$ cat config.mk
export PLATFORM = sky130hd
export DESIGN_NAME = pipe_adder_flat
export DESIGN_NICKNAME = d
export VERILOG_FILES = /design/src/rtl/pipe_adder_if.sv /design/src/rtl/pipe_adder.sv /design/src/flat_wrapper.sv
export SDC_FILE = /design/constraint.sdc
export NUM_CORES = 1
export LEC_CHECK = 0
export ABC_AREA = 1
export BUFFER_PORTS_ARGS = -buffer_cell sky130_fd_sc_hd__buf_2
export CAP_MARGIN = 15
export CORE_UTILIZATION = 50
export CTS_BUF_LIST = sky130_fd_sc_hd__clkbuf_16
export DETAILED_ROUTE_END_ITERATION = 8
export PLACE_DENSITY = 0.72
export REMOVE_ABC_BUFFERS = 1
export SLEW_MARGIN = 20
export SYNTH_ARGS = -nofsm -noshare
export SYNTH_HDL_FRONTEND = slang
export SYNTH_SLANG_ARGS = --single-unit
$ cat constraint.sdc
create_clock -name clk -period 5.2 [get_ports clk]
set_clock_uncertainty 0.15 [all_clocks]
set_input_delay 0.78 -clock clk [delete_from_list [all_inputs] [get_ports clk]]
set_output_delay 0.78 -clock clk [all_outputs]
set_load 0.01 [all_outputs]
$ cat src/rtl/pipe_adder_if.sv
// Handshake/operand bundle for pipe_adder.
// Optional feature macro: PIPE_ADDER_SUB_EN adds the per-operand 'sub' select.
interface pipe_adder_if #(
    parameter int WIDTH = 16
);
    logic             in_valid;
    logic             in_ready;
    logic [WIDTH-1:0] a;
    logic [WIDTH-1:0] b;
    logic             cin;
`ifdef PIPE_ADDER_SUB_EN
    logic             sub;
`endif
    logic             out_valid;
    logic             out_ready;
    logic [WIDTH-1:0] sum;
    logic             cout;
    logic             ovf;

`ifdef PIPE_ADDER_SUB_EN
    modport master (
        output in_valid, a, b, cin, sub, out_ready,
        input  in_ready, out_valid, sum, cout, ovf
    );
    modport slave (
        input  in_valid, a, b, cin, sub, out_ready,
        output in_ready, out_valid, sum, cout, ovf
    );
`else
    modport master (
        output in_valid, a, b, cin, out_ready,
        input  in_ready, out_valid, sum, cout, ovf
    );
    modport slave (
        input  in_valid, a, b, cin, out_ready,
        output in_ready, out_valid, sum, cout, ovf
    );
`endif
endinterface

$ cat src/rtl/pipe_adder.sv
// Pipelined ripple-chunk adder: one CHUNK-bit adder per stage, carry
// registered between stages, global stall driven by the output handshake.
// Optional feature macro: PIPE_ADDER_SUB_EN (per-operand a - b via 'sub').
module pipe_adder #(
    parameter int WIDTH = 16,
    parameter int CHUNK = 4
) (
    input  logic         clk,
    input  logic         rst,
    pipe_adder_if.slave  bus
);
    localparam int STAGES = WIDTH / CHUNK;

    // Stage source values (what stage k consumes this cycle)
    logic [WIDTH-1:0] a_src   [STAGES];
    logic [WIDTH-1:0] b_src   [STAGES];
    logic [WIDTH-1:0] s_src   [STAGES];
    logic             c_src   [STAGES];
    logic             vld_src [STAGES];

    // Stage registers and their next-state values
    logic [WIDTH-1:0] a_q   [STAGES];
    logic [WIDTH-1:0] b_q   [STAGES];
    logic [WIDTH-1:0] s_q   [STAGES];
    logic             c_q   [STAGES];
    logic             vld_q [STAGES];
    logic [WIDTH-1:0] a_d   [STAGES];
    logic [WIDTH-1:0] b_d   [STAGES];
    logic [WIDTH-1:0] s_d   [STAGES];
    logic             c_d   [STAGES];
    logic             vld_d [STAGES];
    logic             ovf_q;
    logic             ovf_d;

    logic             adv;
    logic [WIDTH-1:0] b_in;
    logic             c_in;

    // One CHUNK-wide slice of the sum; MSB of the result is the chunk carry.
    function automatic logic [CHUNK:0] chunk_add(input logic [CHUNK-1:0] x,
                                                 input logic [CHUNK-1:0] y,
                                                 input logic             ci);
        return {1'b0, x} + {1'b0, y} + {{CHUNK{1'b0}}, ci};
    endfunction

    // Whole pipeline moves together; a held result freezes every stage.
    assign adv          = !vld_q[STAGES-1] || bus.out_ready;
    // Ready stays high through reset even if a stalled result was pending.
    assign bus.in_ready = adv || rst;

`ifdef PIPE_ADDER_SUB_EN
    // Subtraction is a + ~b + 1; the caller's cin is ignored in that mode.
    assign b_in = bus.sub ? ~bus.b : bus.b;
    assign c_in = bus.sub ? 1'b1   : bus.cin;
`else
    assign b_in = bus.b;
    assign c_in = bus.cin;
`endif

    // Route each stage's inputs: stage 0 from the bus, later stages from the previous register.
    always_comb begin
        a_src[0]   = bus.a;
        b_src[0]   = b_in;
        s_src[0]   = '0;
        c_src[0]   = c_in;
        vld_src[0] = bus.in_valid;
        for (int k = 1; k < STAGES; k++) begin
            a_src[k]   = a_q[k-1];
            b_src[k]   = b_q[k-1];
            s_src[k]   = s_q[k-1];
            c_src[k]   = c_q[k-1];
            vld_src[k] = vld_q[k-1];
        end
    end

    // Each stage adds its own chunk; untouched upper operand bits and finished lower sum bits ride along.
    always_comb begin
        for (int k = 0; k < STAGES; k++) begin
            a_d[k]   = a_src[k];
            b_d[k]   = b_src[k];
            s_d[k]   = s_src[k];
            vld_d[k] = vld_src[k];
            {c_d[k], s_d[k][k*CHUNK +: CHUNK]} =
                chunk_add(a_src[k][k*CHUNK +: CHUNK], b_src[k][k*CHUNK +: CHUNK], c_src[k]);
        end
        // Operand sign bits are still present at the input of the last stage.
        ovf_d = (a_src[STAGES-1][WIDTH-1] == b_src[STAGES-1][WIDTH-1]) &&
                (s_d[STAGES-1][WIDTH-1]   != a_src[STAGES-1][WIDTH-1]);
    end

    // Stage registers: reset clears valids and the visible result; otherwise load on advance.
    always_ff @(posedge clk) begin
        if (rst) begin
            for (int k = 0; k < STAGES; k++) begin
                vld_q[k] <= 1'b0;
            end
            s_q[STAGES-1] <= '0;
            c_q[STAGES-1] <= 1'b0;
            ovf_q         <= 1'b0;
        end else if (adv) begin
            // stage boundary k-1 -> k: all stages shift together
            for (int k = 0; k < STAGES; k++) begin
                vld_q[k] <= vld_d[k];
                a_q[k]   <= a_d[k];
                b_q[k]   <= b_d[k];
                s_q[k]   <= s_d[k];
                c_q[k]   <= c_d[k];
            end
            ovf_q <= ovf_d;
        end
    end

    assign bus.out_valid = vld_q[STAGES-1];
    assign bus.sum       = s_q[STAGES-1];
    assign bus.cout      = c_q[STAGES-1];
    assign bus.ovf       = ovf_q;

endmodule
$ cat src/flat_wrapper.sv
// flat-port wrapper written by rule: the top's interface ports become plain ports
module pipe_adder_flat 
#(
    parameter int WIDTH = 16,
    parameter int CHUNK = 4
)
  (clk, rst, bus_in_valid, bus_a, bus_b, bus_cin, bus_out_ready, bus_in_ready, bus_out_valid, bus_sum, bus_cout, bus_ovf);
  pipe_adder_if #(.WIDTH(WIDTH)) bus_i ();
  input  logic clk;
  input  logic rst;
  input wire logic [$bits(bus_i.in_valid)-1:0] bus_in_valid;
  input wire logic [$bits(bus_i.a)-1:0] bus_a;
  input wire logic [$bits(bus_i.b)-1:0] bus_b;
  input wire logic [$bits(bus_i.cin)-1:0] bus_cin;
  input wire logic [$bits(bus_i.out_ready)-1:0] bus_out_ready;
  output wire logic [$bits(bus_i.in_ready)-1:0] bus_in_ready;
  output wire logic [$bits(bus_i.out_valid)-1:0] bus_out_valid;
  output wire logic [$bits(bus_i.sum)-1:0] bus_sum;
  output wire logic [$bits(bus_i.cout)-1:0] bus_cout;
  output wire logic [$bits(bus_i.ovf)-1:0] bus_ovf;
  assign bus_i.in_valid = bus_in_valid;
  assign bus_i.a = bus_a;
  assign bus_i.b = bus_b;
  assign bus_i.cin = bus_cin;
  assign bus_i.out_ready = bus_out_ready;
  assign bus_in_ready = bus_i.in_ready;
  assign bus_out_valid = bus_i.out_valid;
  assign bus_sum = bus_i.sum;
  assign bus_cout = bus_i.cout;
  assign bus_ovf = bus_i.ovf;
  pipe_adder #(.WIDTH(WIDTH), .CHUNK(CHUNK)) u_core (.clk(clk), .rst(rst), .bus(bus_i));
endmodule
Word level (Yosys, flattened, before mapping):

Memories as Yosys holds them, arrays and structs flattened.
Index checks and enable logic that the tools add are counted.

* $add $sub $neg: 8
* equality and inequality tests: 2
* multiplexer cells: 11
* bitwise logic cells: 6
* reduce and logical (&&, ||, !) cells: 4

Operators by type and width (number)
* $add 4x4->5: 4
* $add 5x1->5: 4
* $mux 16: 1
* $mux 1: 10
* $or 1x1->1: 6
* $logic_or 1x1->1: 2
* $eq 1x1->1: 1
* $logic_and 1x1->1: 1
* $logic_not 1->1: 1
* $ne 1x1->1: 1

* register bits: 1
* memory bits (writable): 200
* bits of input ports: 37
* output and inout port bits: 20
* word-level logic and storage cells: 37
* memories: 5

Memory list
* u_core.a_q: words 4, bits a word 16, read ports 3, clocked after Yosys merged registers in 0, wr ports 4, RTL line pipe_adder.sv:22 `logic [WIDTH-1:0] a_q [STAGES];`
* u_core.b_q: words 4, bits a word 16, read ports 3, clocked after Yosys merged registers in 0, wr ports 4, RTL line pipe_adder.sv:23 `logic [WIDTH-1:0] b_q [STAGES];`
* u_core.s_q: words 4, bits a word 16, read ports 4, clocked after Yosys merged registers in 0, wr ports 4, RTL line pipe_adder.sv:24 `logic [WIDTH-1:0] s_q [STAGES];`
* u_core.c_q: words 4, bits a word 1, read ports 4, clocked after Yosys merged registers in 0, wr ports 4, RTL line pipe_adder.sv:25 `logic c_q [STAGES];`
* u_core.vld_q: words 4, bits a word 1, read ports 4, clocked after Yosys merged registers in 0, wr ports 4, RTL line pipe_adder.sv:26 `logic vld_q [STAGES];`

Logic depth before layout (Yosys ltp):

Gate-level depths: netlist of the first run.
An unclocked memory read counts as a cell.

* depth in word-level cells: 7
* mapped depth: 8
* gate-level depth less buffers: 8

Worst setup path after synthesis of the first run:

Ideal clock, no wire load.

* path type: input to register
* start: input port bus_out_ready
* end: memory u_core.a_q[0][10], enable pin
* setup time: 430 ps
* data arrival time: 2421 ps
* data required time: 4620 ps
* path slack: 2199 ps
* stages: 4
* buffers on the path: 0
* cell sequence: inv_1 -> nand2_2 -> nand2_2 -> inv_1

RTL lines
* start, declared: RTL line flat_wrapper.sv:15 `input wire logic [$bits(bus_i.out_ready)-1:0] bus_out_ready;`
* end, declared: RTL line pipe_adder.sv:22

Worst setup path after layout of the first run:

* start: input port bus_out_ready
* end: output port bus_in_ready

* longest elaborated chain between the ends: 2

RTL lines
* $logic_or 1x1->1: RTL line pipe_adder.sv:47 `assign adv = !vld_q[STAGES-1] || bus.out_ready;`
* $logic_or 1x1->1: RTL line pipe_adder.sv:49 `assign bus.in_ready = adv || rst;`
* end, declared: RTL line flat_wrapper.sv:16 `output wire logic [$bits(bus_i.in_ready)-1:0] bus_in_ready;`

Every way passes these cells.

==> results of run 1 <==
[state kept, by name, summed over array words and instances (netlist names)]
signal and count:
u_core.a_q 24, u_core.c_q 4, u_core.s_q 40, u_core.b_q 24
u_core.bus.ovf 1, u_core.vld_q 4
[worst register-to-register path, delay by kind of cell, from the launching register on]
family,cells,cell delay [ns]
buffers and inverters,2,1.35
and+or+nand+nor,2,0.38
DFF,1,0.36
[power by group through the flow]
| stage | Combinational (W) | Clock, W | Sequential [W] |
|---|---|---|---|
| final | 0.000132 | 0.000615 | 0.000959 |
| after global placement | 0.000130 | 0 | 0.000973 |
| after floorplan | 0.0000777 | 0 | 0.000981 |
| after detailed placement | 0.000133 | 0 | 0.000976 |
| after CTS | 0.000134 | 0.000636 | 0.000959 |
| after global routing | 0.000155 | 0.000661 | 0.000965 |
[worst min-delay path by stage]
stage	slack [ns]	to	cells after the start	start
after floorplan	0.25	u_core.a_q[1][10]$_DFFE_PP_	0	u_core.a_q[0][10]$_DFFE_PP_
after CTS	0.27	u_core.b_q[2][13]$_DFFE_PP_	0	u_core.b_q[1][13]$_DFFE_PP_
after global routing	0.27	u_core.b_q[2][13]$_DFFE_PP_	0	u_core.b_q[1][13]$_DFFE_PP_
final	0.26	u_core.b_q[2][13]$_DFFE_PP_	0	u_core.b_q[1][13]$_DFFE_PP_
after global placement	0.25	u_core.b_q[2][15]$_DFFE_PP_	0	u_core.b_q[1][15]$_DFFE_PP_
after detailed placement	0.25	u_core.a_q[1][14]$_DFFE_PP_	0	u_core.a_q[0][14]$_DFFE_PP_
[kinds of logic (layout without fill, tap and decap cells)]
| logic type | after synthesis | count (layout) | synth area share [%] |
|---|---|---|---|
| AO/OA/AOI/OAI | 12 | 12 | 1.615 |
| adder cells (fa/ha/maj) | 20 | 20 | 8.344 |
| flip-flops | 97 | 97 | 78.06 |
| XOR/XNOR | 6 | 6 | 1.413 |
| AND/OR/NAND/NOR | 50 | 50 | 5.585 |
| buffers and inverters | 47 | 118 | 4.980 |
[cells in the mapped netlist (all sizes together)]
master,number,area share [%]
edfxtp,96,78
inv,45,4.5
nor2,24,2.5
nand2,18,2.0
ha,12,4.0
a21oi,8,1.1
fa,8,4.3
nand3,7,0.94
o21ai,4,0.54
xnor2,3,0.71
xor2,3,0.71
buf,2,0.44
dfxtp,1,0.54
nand3b,1,0.20
[metal layers]
layer  GRT usage [%]  up-vias  share of wire [%]
li1                -      922                  -
met1           14.51      814                 44
met2           19.02       53                 47
met3           4.198       13                4.9
met4           9.971        0                3.5
met5               0        -                  0
[stage by stage]
step	cells	total power [W]	hold WS, ns
6_report	402	0.001706	0.2634
5_1_grt	402	0.001781	0.2665
4_1_cts	402	0.001730	0.2664
3_5_place_dp	386	0.001109	0.2545
3_3_place_gp	386	0.001104	0.2509
2_1_floorplan	230	0.001059	0.2503
[final cells by class]
cell class,instances,area [µm²],share of cell area [%]
clock buffer,9,225.2,5.117
clock inverter,7,61.31,1.393
inverter,45,170.2,3.866
multi-input combinational,88,630.6,14.33
sequential,97,2903,65.95
tap,99,123.9,2.814
timing repair buffer,57,287.8,6.538
[placed cells by master (no fill, tap or decap)]
cell / Yosys / layout
clkinvlp_4: 0 / 1
nand2_2: 2 / 2
o21ai_0: 4 / 4
nor2_2: 1 / 1
bufinv_16: 0 / 1
clkinv_2: 0 / 1
buf_2: 1 / 56
clkinv_1: 0 / 4
clkbuf_16: 0 / 9
dfxtp_1: 1 / 1
nand3_1: 7 / 7
nand3b_1: 1 / 1
nor2_1: 23 / 23
a21oi_1: 8 / 8
fa_1: 8 / 8
nand2_1: 16 / 16
buf_4: 0 / 1
ha_1: 12 / 12
edfxtp_1: 96 / 96
xnor2_1: 3 / 3
clkinv_4: 0 / 1
inv_1: 44 / 43
xor2_1: 3 / 3
inv_2: 1 / 1
==> key figures, run 1 <==
Power and ir drop
  • Part of the total power dissipated in combinational logic: 7.7%
  • Maximum vdd ir drop: just over 200 µV
  • Share of power burned in registers: 56.2%
  • Leakage power figure: around 1.9 nW
  • Power density of the placed cells: ~390 nW/µm²
  • Clk pwr share: about 36%
  • Internal: 0.001362 W
  • Switch Pwr: ~0.00034 W
  • Net Sw Frac: roughly 20%

Layout
  • Area growth, synth to finish: 18.37%
  • Number of fill cells in the layout: about 550
  • Share of final-layout standard cells stronger than drive strength 1: between 20 and 25%
  • Post-Layout Inst Area: 4402 µm²
  • Antenna cells: 0
  • Final Core Density: between 60% and 70%
  • Number of nets in the layout: 355

Setup path
  • Worst Reg-to-Reg Cells: 4
  • Critical path launch point: bus_out_ready
  • Worst Path Required: approximately 4.3 ns
  • Critical-path maximum fanout: 22
  • Worst setup EP type: output pin
  • Cell type group with the largest total delay on the critical path: simple AND/OR/NAND/NOR gates
  • Worst Path Buf+Inv: 4
  • CP Cell Sequence: buf_2 -> inv_1 -> nand2_2 -> inv_1 -> nand2_1 -> buf_2
  • Max stage delay on crit path: 0.61 ns
  • Capture point of the critical path: bus_in_ready
  • CP Data Arrival Time: roughly 1.9 ns
  • Worst setup slack for register-to-register paths: 2.68 ns
  • Worst R2R End: u_core.b_q[0][11]$_DFFE_PP_
  • Startpoint of the worst-slack reg-to-reg timing path: u_core.vld_q[0][3]$_DFFE_PP_
  • Critical Path Slowest Stage Cell: nand2_1
  • Critical path start-end classification: in2out
  • Stages on worst setup path: 6
  • Critical Path Source Type: primary input

Clocking
  • Clock H-tree levels: 3
  • Root cell of the clock tree: clkbuf_16
  • Clock insertion delay at the later pin of the skew report: 0.33 ns
  • Number of buffers created by CTS: 9
  • Number of buffers added to fix hold violations after cts: 0
  • Number of buffers on the longest clock path: 2
  • CTS resizes: 0
  • Clk pin slew, worst setup/hold paths: approximately 0.060 ns
  • CTS sink count: between 90 and 100
  • TritonCTS clock tree: done
  • Number of buffers inserted to repair setup after CTS: 0

STA
  • Number of pins with negative max-slew slack in the final report: 0
  • Worst Tran Pin Value: ~0.9 ns
  • Final hold violation count: 0
  • Headroom to the max-slew limit: between 30% and 40%
  • F_max: roughly 360 MHz
  • Time the final worst path needs with I/O delays and setup: about 2.8 ns
  • Final setup fails: 0
  • Setup repair after global routing missed its margin: false
  • Final period utilization: 54.00%
  • Post-route worst setup slack: between 2 and 2.5 ns
  • Final setup TNS: 0 ns

Yosys
  • Summed instance area of the synthesized netlist: roughly 3700 µm²
  • Sequential-to-total area share from yosys stat: 78.06%
  • Mean Syn Cell Area: 16.03 µm²
  • Number of synthesis warnings: 0
  • Number of flip-flops and latches in the synthesized netlist: between 90 and 100
  • Number of instances in the synthesized netlist: roughly 230
  • Distinct cell type count of the synthesized netlist: 18

Global route
  • Remaining global-route overflow: 0
  • Number of global-route vias before repair: between 1.5k and 2k
  • Antenna violations before repair: 0
  • Maximum number of pins on one net before global-route repair: 60
  • Global-route usage over all layers: ~12%
  • Wire length of the first global-routing pass: around 6900 µm

Place
  • Count of input and output buffers: 56
  • Placement-stage worst setup slack: 2.159 ns
  • Half-perimeter wire length after placement: between 2000 and 3000 µm
  • Area of placed instances: 4114 µm²
  • RD Place Congestion: between 0.8 and 0.9

Floorplanning
  • Initial core utilization: approximately half
  • Std cell rows: 31
  • Die X: a little under 90 µm
  • Core area: between 7000 and 8000 µm²
  • Die area: between 7000 and 8000 µm²
  • Die outline height: between 80 and 90 µm
  • Number of top-level design ports: 57

Routing
  • # DRC: 0
  • 1st-pass router iterations: 6
  • Routed vias: 1802
  • 1st-iter DRT viols: about 70
  • Total wire length: approximately 4400 µm
  • Antenna Violating Nets Remaining: 0
  • Average detailed-routed wire length per instance: 10.90 µm
  • Drt via density: roughly 4.5

Status
  • Run status: finished clean

Flow run
  • Number of max-cap violations: 0

Hold path
  • Worst Hold Class: reg2reg
Note: power is estimated with default switching activity, not from simulation.
==> run 2: changes to the inputs <==
==> constraint.sdc (replaced) <==
create_clock -name clk -period 2.7 [get_ports clk]
set_clock_uncertainty 0.15 [all_clocks]
set_input_delay 0.405 -clock clk [delete_from_list [all_inputs] [get_ports clk]]
set_output_delay 0.405 -clock clk [all_outputs]
set_load 0.01 [all_outputs]
==> run 2 against run 1 <==
Net effect:
- via count grew 1.5%
- largest power group unchanged
- utilization grew 1.2 points
- sequential power grew 92%
- non-clock buffer count grew 4
- critical path type is now reg2reg
- final area grew 2.0%
==> key figures, run 2 (synthesis results as in run 1) <==
Status
  • Run status: finished clean

Clocking
  • Number of buffers inserted to repair setup after CTS: 0
  • Clk pin slew, worst setup/hold paths: ~0.060 ns
  • CTS sink count: a little under 100
  • Number of buffers created by CTS: 9
  • Clock H-tree levels: 3
  • TritonCTS clock tree: done
  • CTS resizes: 0
  • Root cell of the clock tree: clkbuf_16
  • Number of buffers added to fix hold violations after cts: 0
  • Clock insertion delay at the later pin of the skew report: approximately 0.34 ns
  • Number of buffers on the longest clock path: 2

STA
  • Final setup fails: 0
  • Final hold violation count: 0
  • F_max: just over 500 MHz
  • Final period utilization: 73.28%
  • Headroom to the max-slew limit: between 60% and 70%
  • Worst Tran Pin Value: 0.5645 ns
  • Final worst hold slack: 0.09382 ns
  • Setup repair after global routing missed its margin: false
  • Time the final worst path needs with I/O delays and setup: 1.979 ns
  • Number of pins with negative max-slew slack in the final report: 0

Global route
  • Global-route usage over all layers: a little over an eighth
  • Number of global-route vias before repair: around 1.7k
  • Remaining global-route overflow: 0
  • Antenna violations before repair: 0
  • Maximum number of pins on one net before global-route repair: 28
  • Wire length of the first global-routing pass: 7369 µm

Setup path
  • Worst setup slack for register-to-register paths: around 0.7 ns
  • Critical Path Slowest Stage Cell: fa_1
  • Worst Reg-to-Reg Cells: 6
  • Worst Path Buf+Inv: 1
  • Worst Path Required: ~2.7 ns
  • Max stage delay on crit path: around 0.46 ns
  • Worst R2R End: u_core.c_q[0][3]$_DFFE_PP_
  • Critical Path Source Type: flop
  • Cell type group with the largest total delay on the critical path: adder cells
  • CP Data Arrival Time: just over 2 ns
  • Worst setup EP type: flop
  • Stages on worst setup path: 6
  • Startpoint of the worst-slack reg-to-reg timing path: u_core.b_q[2][12]$_DFFE_PP_
  • Critical-path maximum fanout: 2
  • CP Cell Sequence: inv_1 -> fa_1 -> fa_1 -> nor2_1 -> o21ai_0 -> a21oi_1
  • Most numerous cell on the critical path: fa_1
  • Critical path start-end classification: reg2reg

Power and ir drop
  • Power density of the placed cells: 778.0 nW/µm²
  • Overall power after layout: around 0.0035 W
  • Switch Pwr: 0.0006760 W
  • Net Sw Frac: between 10% and 20%
  • Maximum vdd ir drop: 376.6 µV
  • Leakage power figure: 1.932 nW
  • Share of power burned in registers: between 50 and 60%
  • Clk pwr share: 39.7%
  • Part of the total power dissipated in combinational logic: ~7.5%
  • Internal: ~0.0028 W

Routing
  • Drt via density: 4.505
  • # DRC: 0
  • Routed vias: around 1.8k
  • 1st-iter DRT viols: 79
  • Antenna Violating Nets Remaining: 0
  • Total wire length: about 4500 µm
  • Average detailed-routed wire length per instance: around 11 µm
  • 1st-pass router iterations: 4

Layout
  • Most common cell after layout, fill and taps aside: edfxtp_1
  • Number of nets in the layout: between 300 and 400
  • Number of fill cells in the layout: 544
  • Commonest cells after routing, fill and taps aside: edfxtp_1, buf_2, inv_1, nor2_1, nand2_1
  • Post-route insts no fill: 406
  • Number of flip-flops in the largest register: 40
  • Reg with most FFs: u_core.s_q
  • Antenna cells: 0
  • Share of final-layout standard cells stronger than drive strength 1: about a quarter
  • Area growth, synth to finish: 20.76%
  • Largest registers in the final layout: u_core.s_q (40), u_core.a_q (24), u_core.b_q (24)

Place
  • Cell count after placement: slightly below 400
  • Count of input and output buffers: 56
  • Half-perimeter wire length after placement: slightly above 3000 µm
  • RD Place Congestion: just under 0.8

Floorplanning
  • Die area: slightly below 8000 µm²
  • Std cell rows: 31
  • Die X: a little under 90 µm
  • Initial core utilization: roughly half
  • Number of top-level design ports: 57
  • Core area: around 7200 µm²
  • Die outline height: 88.24 µm

Flow run
  • Number of max-cap violations: 0

Hold path
  • WHS Path Cells: 1
  • Worst Hold End: u_core.b_q[0][5]$_DFFE_PP_
  • Worst min-delay path startpoint: bus_b[5]
  • Worst Hold Class: in2reg
==> run 2: worst max-delay path by stage <==
stage / startpoint / end / slack (ns)
2_1_floorplan: u_core.vld_q[0][3]$_DFFE_PP_ / u_core.a_q[0][10]$_DFFE_PP_ / -0.14
3_3_place_gp: u_core.b_q[2][12]$_DFFE_PP_ / u_core.c_q[0][3]$_DFFE_PP_ / 0.80
3_5_place_dp: u_core.b_q[2][12]$_DFFE_PP_ / u_core.c_q[0][3]$_DFFE_PP_ / 0.76
4_1_cts: u_core.b_q[2][12]$_DFFE_PP_ / u_core.c_q[0][3]$_DFFE_PP_ / 0.74
5_1_grt: u_core.b_q[2][12]$_DFFE_PP_ / u_core.c_q[0][3]$_DFFE_PP_ / 0.63
6_report: u_core.b_q[2][12]$_DFFE_PP_ / u_core.c_q[0][3]$_DFFE_PP_ / 0.72
==> run 2: stage by stage <==
stage / util [%] / TNS (ns) / worst slack (ns) / area, µm²
after floorplan: - / -10.54 / -0.1382 / 3702
after global placement: 57.61 / 0 / 0.8041 / 4156
after detailed placement: 57.61 / 0 / 0.7638 / 4156
after CTS: 62.24 / 0 / 0.7413 / 4491
after global routing: 62.24 / 0 / 0.6317 / 4491
final: 62.24 / 0 / 0.7214 / 4491
==> run 2: area by class of cell <==
type | count | area [µm²] | share of cell area, %
Clock buffer | 9 | 225.2 | 5.015
Clock inverter | 7 | 108.9 | 2.424
Inverter | 45 | 168.9 | 3.761
Multi-Input combinational cell | 88 | 630.6 | 14.04
Sequential cell | 97 | 2903 | 64.64
Tap cell | 99 | 123.9 | 2.758
Timing Repair Buffer | 61 | 330.3 | 7.356
==> run 2: routing by layer <==
| layer | global-route usage, % | part of all wire [%] | routed length (µm) |
|---|---|---|---|
| met5 | 0 | 0 | 0 |
| met4 | 10.56 | 3.6 | 160 |
| met3 | 2.799 | 3.8 | 170 |
| met2 | 21.19 | 50 | 2213 |
| met1 | 15.64 | 43 | 1926 |
==> run 2: power groups by stage <==
stage	clock [W]	sequential (W)	combinational [W]
6_report	0.00139	0.00184	0.000261
3_5_place_dp	0	0.00188	0.000264
5_1_grt	0.00146	0.00186	0.000306
2_1_floorplan	0	0.00189	0.000150
3_3_place_gp	0	0.00187	0.000258
4_1_cts	0.00142	0.00185	0.000266
